### src/rtl/alu_operand_loader.sv
// Operand-entry front end for the 4-bit decrement ALU stage.
// A debounced push-button steps an FSM that captures A, B and the
// operand select from a shared switch bus. The FSM then registers the
// decrementer's result and flags for the display stage.
module alu_operand_loader #(
  parameter int N          = 4,
  parameter int DEB_CYCLES = 500000
) (
  input  logic         clk,
  input  logic         rst_n,
  input  logic [N-1:0] sw,
  input  logic         sel,
  input  logic         btn_raw,
  output logic [N-1:0] a_o,
  output logic [N-1:0] b_o,
  output logic         cin_o,
  input  logic [N-1:0] y_i,
  input  logic         cout_i,
  input  logic         zout_i,
  output logic [N-1:0] result_o,
  output logic         flag_c_o,
  output logic         flag_z_o,
  output logic         result_valid_o,
  output logic [1:0]   state_o
);

  localparam int CW = (DEB_CYCLES > 1) ? $clog2(DEB_CYCLES) : 1;
  localparam logic [CW-1:0] CNT_MAX = CW'(DEB_CYCLES - 1);

  typedef enum logic [1:0] {
    LOAD_A = 2'b00,
    LOAD_B = 2'b01,
    EXEC   = 2'b10,
    SHOW   = 2'b11
  } state_t;

  state_t        state;
  logic          sync1, sync2;
  logic          stable, stable_d;
  logic [CW-1:0] cnt;
  logic          press;

  // Two-flop synchronizer for the asynchronous button.
  always_ff @(posedge clk or negedge rst_n) begin
    if (!rst_n) begin
      sync1 <= 1'b0;
      sync2 <= 1'b0;
    end else begin
      sync1 <= btn_raw;
      sync2 <= sync1;
    end
  end

  // The debounced level follows sync2 only after DEB_CYCLES consecutive disagreeing cycles.
  always_ff @(posedge clk or negedge rst_n) begin
    if (!rst_n) begin
      stable   <= 1'b0;
      stable_d <= 1'b0;
      cnt      <= '0;
    end else begin
      stable_d <= stable;
      if (sync2 == stable) begin
        cnt <= '0;
      end else if (cnt == CNT_MAX) begin
        stable <= sync2;
        cnt    <= '0;
      end else begin
        cnt <= cnt + 1'b1;
      end
    end
  end

  // Pulse only on the debounced rising edge; a release generates nothing.
  assign press = stable & ~stable_d;

  // Operand-entry FSM with registered operand and result outputs.
  always_ff @(posedge clk or negedge rst_n) begin
    if (!rst_n) begin
      state          <= LOAD_A;
      a_o            <= '0;
      b_o            <= '0;
      cin_o          <= 1'b0;
      result_o       <= '0;
      flag_c_o       <= 1'b0;
      flag_z_o       <= 1'b0;
      result_valid_o <= 1'b0;
    end else begin
      case (state)
        LOAD_A: if (press) begin
          a_o   <= sw;
          state <= LOAD_B;
        end
        LOAD_B: if (press) begin
          b_o   <= sw;
          cin_o <= sel;
          state <= EXEC;
        end
        // Operands have been stable for a full cycle, so y_i has settled.
        EXEC: begin
          result_o       <= y_i;
          flag_c_o       <= cout_i;
          flag_z_o       <= zout_i;
          result_valid_o <= 1'b1;
          state          <= SHOW;
        end
        SHOW: if (press) begin
          result_valid_o <= 1'b0;
          state          <= LOAD_A;
        end
        default: state <= LOAD_A;
      endcase
    end
  end

  assign state_o = state;

endmodule
### config.mk
export PLATFORM = sky130hd
export DESIGN_NAME = alu_operand_loader
export DESIGN_NICKNAME = d
export VERILOG_FILES = /design/src/rtl/alu_operand_loader.sv
export SDC_FILE = /design/constraint.sdc
export NUM_CORES = 1
export LEC_CHECK = 0
export ABC_CLOCK_PERIOD_IN_PS = 2950
export CAP_MARGIN = 20
export CELL_PAD_IN_SITES_DETAIL_PLACEMENT = 1
export CELL_PAD_IN_SITES_GLOBAL_PLACEMENT = 1
export CORE_MARGIN = 2
export CORE_UTILIZATION = 30
export DETAILED_ROUTE_END_ITERATION = 12
export GPL_TIMING_DRIVEN = 0
export PLACE_DENSITY_LB_ADDON = 0.1
export RECOVER_POWER = 25
export SLEW_MARGIN = 20
export SYNTH_ARGS = -nofsm -noshare
export SYNTH_HDL_FRONTEND = slang
export SYNTH_SLANG_ARGS = --single-unit
### constraint.sdc
create_clock -name clk -period 2.95 [get_ports clk]
set_clock_uncertainty 0.15 [all_clocks]
set_input_delay 0.59 -clock clk [delete_from_list [all_inputs] [get_ports clk]]
set_output_delay 0.59 -clock clk [all_outputs]
set_load 0.03 [all_outputs]
======== Word-level counts from Yosys, hierarchy flattened ========
Index checks and enable logic that the tools add are counted.
storage, ports and cells
  bits in registers ....................... 41
  input port bits ......................... 14
  output and inout bits ................... 18
operators by class
  add/subtract/negate cells ............... 1
  equal/unequal tests ..................... 8
  multiplexer cells ....................... 8
  bitwise operators ....................... 3
  reduce and logical (&&, ||, !) cells .... 7
operator list
  kind                                                                   number
  19-bit 2-to-1 mux                                                      2
  19-bit by 1-bit adder with 19-bit output, second input constant        1
  19-bit equality test, second input constant                            1
  2-bit case mux with 4 select lines                                     1
  2-bit AND reduction                                                    4
  2-bit 2-to-1 mux                                                       3
  2-bit inequality test, second input constant                           3
  2-bit equality test, second input constant                             2
  3-bit AND reduction                                                    1
  2-bit by 1-bit equality test with 1-bit output, second input constant  1
  2-bit logical NOT                                                      1
  1-bit NOT                                                              2
  1-bit case mux with 2 select lines                                     1
  2-bit nonzero test                                                     1
  1-bit bitwise AND                                                      1
  1-bit equality test                                                    1
  1-bit 2-to-1 mux                                                       1

======== Longest topological paths before layout ========
  depth in word-level cells ............... 4
  gate-level depth with buffers ........... 6
  mapped depth without buffers ............ 6

======== Least setup slack after synthesis ========
OpenSTA, ideal clock, no wires.
  path kind ............................... register to register
  start point ............................. register cnt[11]
  end point ............................... register cnt[10]
  setup time .............................. 119 ps
  arrival ................................. 1562 ps
  required time ........................... 2681 ps
  setup slack ............................. 1119 ps
  stages on the path, launching flop included .. 6
  clock period less this slack ............ 1831 ps
  cell sequence ........................... dfrtp_1 > nor4b_2 > nand2_1 > o41ai_4 > buf_6 > nor2_1
on the way
  word-level cells in the longest chain between the ends .. 3
RTL lines
  item                    RTL line  RTL
  from (decl)             40        logic [CW-1:0] cnt;
  from (signal assigned)  68        cnt <= cnt + 1'b1;
  19-bit equality test    64        end else if (cnt == CNT_MAX) begin
  19-bit 2-to-1 mux       64
  19-bit 2-to-1 mux       62        if (sync2 == stable) begin
Every way passes these cells.
A chain may end at the register's enable or synchronous reset.

======== Final worst setup path ========
  start point ............................. register cnt[0]
  end point ............................... register cnt[16]
on the way
  word-level cells in the longest chain between the ends .. 3
RTL lines
  item                                                                              RTL line
  19-bit by 1-bit adder with 19-bit output or 19-bit equality test (tied branches)  68, 64
  19-bit 2-to-1 mux (*)                                                             64
  19-bit 2-to-1 mux (*)                                                             62
Mark *: on every way between the ends. The rest lies on a longest branch, timed or not.

==> flow_summary.yaml <==
power:
  p_leak_uw: 0.001007
  p_clk_share_pct: 40.2
  seqPwrFrac_pct: 52.8
  combPwrFrac_pct: 7.0
  power_switching_share_pct: 22.04
  p_sw_uw: 241.9
  p_per_area_nw_per_um2: 459.9
  intPower_uw: 856.1
  max-vdd-ir-drop_uv: 146.9
logic_synthesis:
  synthArstFlopShare_pct: 100.0
  synth_cell_types: 33
  synthFlopType: "dfrtp_1"
  yosys_warnings: 0
  synth_top_cell_by_area: "dfrtp_1"
  ys_top_cells_by_area: "dfrtp_1 55%, mux2_2 10%, xnor2_1 4.2%"
  synth_top_area_share_pct: 55.00
  synth_most_common_cell: "dfrtp_1"
  synth_enable_flop_cells: 0
  yosys_register_bits: 41
  syn_nets: 176
  netlist_area_um2: 1866
  syn-instance-count: 156
  synth_seq_area_share_pct: 55.00
  synth_area_per_cell_um2: 11.96
  netlist_top_cells_count: "41 x dfrtp_1, 18 x nor2_1, 17 x mux2_2"
placed_design:
  port_buffers: 31
  hpwlAfterDp_mm: 2.917
  gp_congestion: 0.7899
  dpl_cell_area_um2: 2285
timing:
  slew_violations: 0
  worst_pin_slew_ns: 0.7128
  setup_viol: 0
  fin_crit_ns: 2.189
  rsz0062_at_grt: "no"
  period_share_pct: 74.20
  relSlewSlack_pct: 52.48
  hold_viol_final: 0
  max_freq_mhz: 456.8
  setup-tns-final_ns: 0
status:
  status: "complete, no violations"
cells_and_area:
  finish.utilization_pct: 40.08
  antennaDiodeCount: 0
  nNetsFinal: 215
  drive_gt1_share_pct: 15.90
  final_cell_area_um2: 2387
  area_growth_pct: 27.97
run:
  maxCapViolCount: 0
critical_path:
  ff2ff_setup_slack_ns: 0.76
  r2r-start: "cnt[0]$_DFF_PN0_"
  critical_path_class: "register to register"
  worstPathArrival_ns: 2.22
  cp.required_ns: 2.98
  r2r_cells: 5
  setup.worst_path.end_class: "register"
  r2r-end: "cnt[16]$_DFF_PN0_"
  cp_max_fo: 10
  critPathLaunchType: "register"
route:
  antenna_left: 0
  vias: 1303
  drc: 0
  drt_pass1_iterations: 4
  finalWirelength_mm: 3.957
  drtIter0Drc: 30
  wire_per_inst_um: 14.66
  via_per_inst: 4.826
clocking:
  clk_latency_ns: 0.29
  h-tree-depth: 2
  cts_buffer_depth: 2
  cts_tree: "done"
  post_cts_resized: 0
  root_buffer: "clkbuf_8"
  cts_buffers: 5
  cts_setup_buffers: 0
  hold_buffers: 0
  clock_sinks: 41
  clkTransAtPathRegs_ns: 0.08
global_route:
  track_usage_pct: 12.56
  antenna_found_initial: 0
  grt_max_degree: 31
  grt-ovfl-total: 0
  grt_pass1_vias: 1464
  grt_pass1_wl_mm: 7.003
die:
  initial_core_util_pct: 31.32
  num_io_pins: 32
  dieArea_um2: 6865
  fp.dieW_um: 82.86
  core-area_um2: 5956
  std_cell_rows: 28
  fp.dieH_um: 82.86
min_path:
  hold_class: "input port to async pin"
## cell usage in the layout, fill, tap and decap left out, types with 2 or more instances in the layout
master,n
a21oi_1,5
clkbuf_1,2
clkbuf_8,6
clkdlybuf4s50_1,30
dfrtp_1,41
ha_1,6
inv_1,5
mux2_2,17
nand2_1,6
nand3_1,9
nand4_1,5
nor2_1,18
nor3_1,4
nor4_1,4
o21ai_0,2
or3_1,2
xnor2_1,9
xor2_1,5
## worst max path at each step
stage	endpoint	from	cells after the start
2_1_floorplan	cnt[10]$_DFF_PN0_	cnt[11]$_DFF_PN0_	5
3_3_place_gp	a_o[1]$_DFFE_PN0P_	rst_n	1
3_5_place_dp	cnt[7]$_DFF_PN0_	cnt[0]$_DFF_PN0_	5
4_1_cts	cnt[16]$_DFF_PN0_	cnt[0]$_DFF_PN0_	5
5_1_grt	cnt[16]$_DFF_PN0_	cnt[0]$_DFF_PN0_	5
6_report	cnt[16]$_DFF_PN0_	cnt[0]$_DFF_PN0_	5
## power groups by stage
stage / logic (uW) / clock network, uW / registers [uW]
after floorplan: 16.9 / 0 / 603
after global routing: 83.8 / 487 / 582
after detailed placement: 79.2 / 0 / 591
after CTS: 79.5 / 458 / 580
final: 76.8 / 442 / 579
after global placement: 74.6 / 0 / 590
## layout make-up
type	count	area [um2]
Inverter	5	18.77
Sequential cell	41	1026
Clock inverter	2	35.03
Tap cell	75	93.84
Buffer	3	28.78
Multi-Input combinational cell	107	792.0
Fill cell	659	3568
Timing Repair Buffer	32	324.1
Clock buffer	5	68.82
## metrics by stage
stage	power (uW)	std cells	hold slack [ns]	worst slack [ns]
final	1098	270	0.1678	0.7610
after global routing	1153	270	0.2065	0.5940
after CTS	1117	270	0.02368	0.7014
after detailed placement	670.3	263	0.1880	0.7280
after global placement	664.7	262	0.1898	0.07198
after floorplan	619.5	156	0.1444	1.119
## kinds of logic (layout without fill, tap and decap cells)
kind of cell,count (synthesis),count (layout),synth area share (%)
adder cells (fa/ha/maj),6,6,4.024
buffers and inverters,8,47,2.548
AO/OA/AOI/OAI,11,11,4.561
multiplexers,17,17,10.26
flip-flops,41,41,55.00
XOR/XNOR,14,14,6.573
AND/OR/NAND/NOR,59,59,17.04
## routing by layer
metal  vias to the layer above  part of all wire [%]  GRT usage [%]
li1                        623                     -              -
met1                       656                    43          15.13
met2                        18                    52          21.48
met3                         6                   3.3          3.479
met4                         0                   1.6          4.471
met5                         -                     0              0
## critical path, cell delays in order (launching register included)
cell and delay [ns]:
dfrtp_1 0.39, ha_1 0.23, nand4_2 0.30, o41ai_4 0.72, buf_6 0.23, nor2_1 0.06
## flip-flops by register name, summed over array words and instances, names as in the netlist
register and count:
state_o 2, stable_d 1, flag_z_o 1, flag_c_o 1
sync2 1, stable 1, cnt 19, result_o 4
b_o 4, result_valid_o 1, cin_o 1, sync1 1
a_o 4
No activity file was read; power rests on OpenSTA's default activity.
==> variant 1, RTL diff (same settings) <==
Reset style: synchronous (`rst_n`), changed in 3 clocked blocks. Comments in the files are not updated.
--- a/src/rtl/alu_operand_loader.sv
+++ b/src/rtl/alu_operand_loader.sv
@@ -41,7 +41,7 @@
   logic          press;
 
   // Two-flop synchronizer for the asynchronous button.
-  always_ff @(posedge clk or negedge rst_n) begin
+  always_ff @(posedge clk) begin
     if (!rst_n) begin
       sync1 <= 1'b0;
       sync2 <= 1'b0;
@@ -52,7 +52,7 @@
   end
 
   // The debounced level follows sync2 only after DEB_CYCLES consecutive disagreeing cycles.
-  always_ff @(posedge clk or negedge rst_n) begin
+  always_ff @(posedge clk) begin
     if (!rst_n) begin
       stable   <= 1'b0;
       stable_d <= 1'b0;
@@ -74,7 +74,7 @@
   assign press = stable & ~stable_d;
 
   // Operand-entry FSM with registered operand and result outputs.
-  always_ff @(posedge clk or negedge rst_n) begin
+  always_ff @(posedge clk) begin
     if (!rst_n) begin
       state          <= LOAD_A;
       a_o            <= '0;
Formal check against the unedited RTL: no difference found for any inputs over 10 cycles, from zero or initial values and one cycle with rst_n low; that may be too few to reach the edited logic, so the function may still have changed.
==> variant 1 against the original RTL <==
- sequential share of layout area is 6.8 points lower
- critical path depth stayed put
- setup slack worse by 98 ps
- wire length hardly changed
- die area is 5.9% lower
- sequential cell count stayed put
- first-iteration DRC count is 37% lower
- synthesized area is 6.2% lower
- design area is 5.1% lower
- non-clock buffer count is 1 higher
- critical path type unchanged
Power is not compared: it rests on default switching activity, and its combinational part moved more than twofold at a synthesized area within 25%.
==> variant 1: results <==
export IMPL_p_seq_share_pct=48.0
export IMPL_synth_common_cells="dfxtp_1 (41), nand2_1 (21), nor2_1 (20)"
export IMPL_fin_nets=248
export IMPL_wl_per_cell_um=13.2
export IMPL_clk_latency_ps=280
export IMPL_finalWeightedCongestion=0.757
export IMPL_dp_hpwl_mm=3.10
export IMPL_largest_reg_flops=19
export IMPL_drive_gt1_share_pct=5.24
export IMPL_dp_cells=293
export IMPL_worst_pin_slew_ps=486
export IMPL_grt_max_degree=13
export IMPL_yosysUniqueCellTypes=29
export IMPL_crit_family="simple AND/OR/NAND/NOR gates"
export IMPL_vias=1452
export IMPL_crit_fanout=10
export IMPL_wl_mm=3.96
export IMPL_cts_buffer_depth=2
export IMPL_arrival_ps=2310
export IMPL_cts_buffers=5
export IMPL_post_cts_buffers=0
export IMPL_root_buffer="clkbuf_8"
export IMPL_antenna_found_initial=0
export IMPL_placed_area_um2=2150
export IMPL_htreeDepth=2
export IMPL_hold_violations=0
export IMPL_ys_seq_area_share_pct=46.9
export IMPL_p_leak_uw=0.000712
export IMPL_drt_iter0_markers=19
export IMPL_place_ws_ps=664
export IMPL_io_buffers=31
export IMPL_grt_usage_pct=13.6
export IMPL_slowest_delay_ps=580
export IMPL_vdd_drop_max_uv=204
export IMPL_synthTopCellsByArea="dfxtp_1 (47%), xnor2_1 (6.0%), nand3_1 (4.6%)"
export IMPL_power_switching_uw=289
export IMPL_insertedDiodeCount=0
export IMPL_path_clk_slew_ps=80
export IMPL_synthCells=190
export IMPL_hold_class="register to register"
export IMPL_grt_pass1_wl_mm=6.87
export IMPL_syn_nets=210
export IMPL_fillers=651
export IMPL_power_frac_comb_pct=13.6
export IMPL_crit_path_top_delay_cell="or4_4"
export IMPL_run_status="finished clean"
export IMPL_largest_register="cnt"
export IMPL_async_flop_share_pct=0
export IMPL_dr_pass1_iters=4
variant 1: cell types whose count changed after synthesis, moves of 9 or more:
cell      unedited run  this run
dfxtp_1              0        41
a21boi_0             0         9
nor2b_1              1        10
dfrtp_1             41         0
nand2_1              6        21
mux2_2              17         0
variant 1: cell type report:
| cell class | instances | area [µm²] | area share (%) |
|---|---|---|---|
| multi-input combinational | 139 | 883 | 39.0 |
| sequential | 41 | 821 | 36.2 |
| timing repair buffer | 31 | 310 | 13.7 |
| tap | 72 | 90.1 | 3.98 |
| clock buffer | 7 | 86.3 | 3.81 |
| clock inverter | 1 | 30.0 | 1.33 |
| buffer | 5 | 26.3 | 1.16 |
| inverter | 5 | 18.8 | 0.828 |
variant 1: cells by family (layout without fill, tap and decap cells):
family	count (synthesis)	count (layout)	synth area share (%)
flip-flops	41	41	46.9
multiplexers	7	7	4.01
AO/OA/AOI/OAI	20	20	8.23
AND/OR/NAND/NOR	91	91	26.5
XOR/XNOR	15	15	7.51
adder cells (fa/ha/maj)	6	6	4.29
buffers and inverters	10	49	2.57
variant 1: worst paths after layout:
kind         slack, ps    start  cells after the start     end
max                660  cnt[12]                      5  cnt[0]
min                290    sync1                      1   sync2
max reg2reg        660  cnt[12]                      5  cnt[0]
min reg2reg        290    sync1                      1   sync2
variant 1: per-stage QoR:
stage	utilization (%)	hold slack (ps)
2_1_floorplan	-	262
3_3_place_gp	38.6	280
3_5_place_dp	38.6	282
4_1_cts	40.7	298
5_1_grt	40.7	314
6_report	40.7	292
variant 1: per-layer routing:
layer / GRT usage (%) / share of wire [%] / wire length, µm / vias up
met5: 0 / 0 / 0 / -
met4: 3.90 / 1.2 / 46 / 0
met3: 3.26 / 2.8 / 112 / 7
met2: 25.4 / 53 / 2110 / 20
met1: 15.2 / 43 / 1690 / 702
li1: - / - / - / 723
==> variant 2, RTL diff (same settings) <==
Made on the original files. Set the parameter `N` to 8 (it was 4).
--- a/src/rtl/alu_operand_loader.sv
+++ b/src/rtl/alu_operand_loader.sv
@@ -3,7 +3,7 @@
 // operand select from a shared switch bus. The FSM then registers the
 // decrementer's result and flags for the display stage.
 module alu_operand_loader #(
-  parameter int N          = 4,
+  parameter int N          = 8,
   parameter int DEB_CYCLES = 500000
 ) (
   input  logic         clk,
Interface: changed (5 resized); port bits go from 32 to 52. The function was not compared with the original's and may differ.
==> variant 2 against the original RTL <==
- wire length is 27% higher
- maximum frequency is 1.9% lower
- sequential power is 30% higher
- design area is 27% higher
- combinational power is 52% higher
- worst hold slack better by 39 ps
- synthesized area is 23% higher
- critical path depth stayed put
- sequential cell count is 12 higher
- setup slack worse by 43 ps
- total power is 27% higher
==> variant 2: results <==
export IMPL_syn_nets=206
export IMPL_fillers=776
export IMPL_worst_pin_slew_ps=1360
export IMPL_power_switching_uw=312
export IMPL_antenna_found_initial=0
export IMPL_slowest_delay_ps=700
export IMPL_vdd_drop_max_uv=178
export IMPL_hold_class="register to register"
export IMPL_final_max_slew_viol_count=0
export IMPL_area_growth_syn_to_layout_pct=32.5
export IMPL_placed_area_um2=2930
export IMPL_arrival_ps=2290
export IMPL_crit_fanout=10
export IMPL_synthTopCellsByArea="dfrtp_1 (58%), mux2_2 (14%), xor2_1 (3.4%)"
export IMPL_drt_iter0_markers=73
export IMPL_syn_area_um2=2290
export IMPL_r2r_end="cnt[10]"
export IMPL_p_seq_share_pct=54.2
export IMPL_clk_latency_ps=310
export IMPL_drive_gt1_share_pct=17.7
export IMPL_r2r_setup_slack_ps=720
export IMPL_ys_seq_area_share_pct=57.8
export IMPL_grt_usage_pct=12.8
export IMPL_clk_share_pct=3.83
export IMPL_run_status="finished clean"
export IMPL_finalCritPeriodShare_pct=75.7
export IMPL_multi_input_cells=117
export IMPL_grt_pass1_wl_mm=8.48
export IMPL_synth_common_cells="dfrtp_1 (53), mux2_2 (29), nor2_1 (16)"
export IMPL_place_ws_ps=711
export IMPL_n_all_buffers=54
export IMPL_multi_input_area_um2=927
export IMPL_p_leak_uw=0.00130
export IMPL_dp_hpwl_mm=3.47
export IMPL_finish_utilization_pct=41.5
export IMPL_syn_area_per_cell_um2=12.9
export IMPL_yosysUniqueCellTypes=31
export IMPL_clkbuf_count=7
export IMPL_netSwitchingFraction_pct=22.5
export IMPL_nonClkBufAreaFrac_pct=17.4
export IMPL_ys_seq_elements=53
export IMPL_finalWeightedCongestion=0.729
export IMPL_wl_per_cell_um=14.9
export IMPL_pg_comb_uw=117
export IMPL_dr_pass1_iters=3
export IMPL_avgViaCountPerCell=4.75
export IMPL_io_buffers=51
export IMPL_dp_cells=328
export IMPL_grt_pass1_vias=1724
export IMPL_path_clk_slew_ps=90
export IMPL_sh_seq_area_pct=43.6
export IMPL_grt_max_degree=54
export IMPL_layoutNonFillerInstCount=336
variant 2: cell types whose count changed in the layout (fill, tap and decap cells not counted), moves of 4 or more:
cell             delta
mux2_2             +12
xor2_1              +4
xnor2_1             -5
dfrtp_1            +12
clkdlybuf4s50_1    +19
variant 2: worst min-delay path by stage:
stage,depth (start not counted),end,slack [ps]
floorplan,0,a_o[0],140
global placement,0,sync2,180
CTS,1,cnt[17],200
global route,0,sync2,220
detailed placement,0,sync2,190
finish,0,sync2,210
variant 2: cells by family after synthesis:
group                      synth area share, %
muxes                                     14.2
buffers and inverters                     1.80
adders and majority gates                 3.27
AOI/OAI and AO/OA                         4.31
DFF                                       57.8
xor gates and xnor gates                  4.96
and+or+nand+nor                           13.6
variant 2: per-layer routing:
layer	wire [µm]	up-vias	share of wire, %	GRT usage, %
li1	-	744	-	-
met1	2290	814	46	15.8
met2	2340	34	47	20.5
met3	314	5	6.3	4.73
met4	56	0	1.1	4.55
met5	0	-	0	0
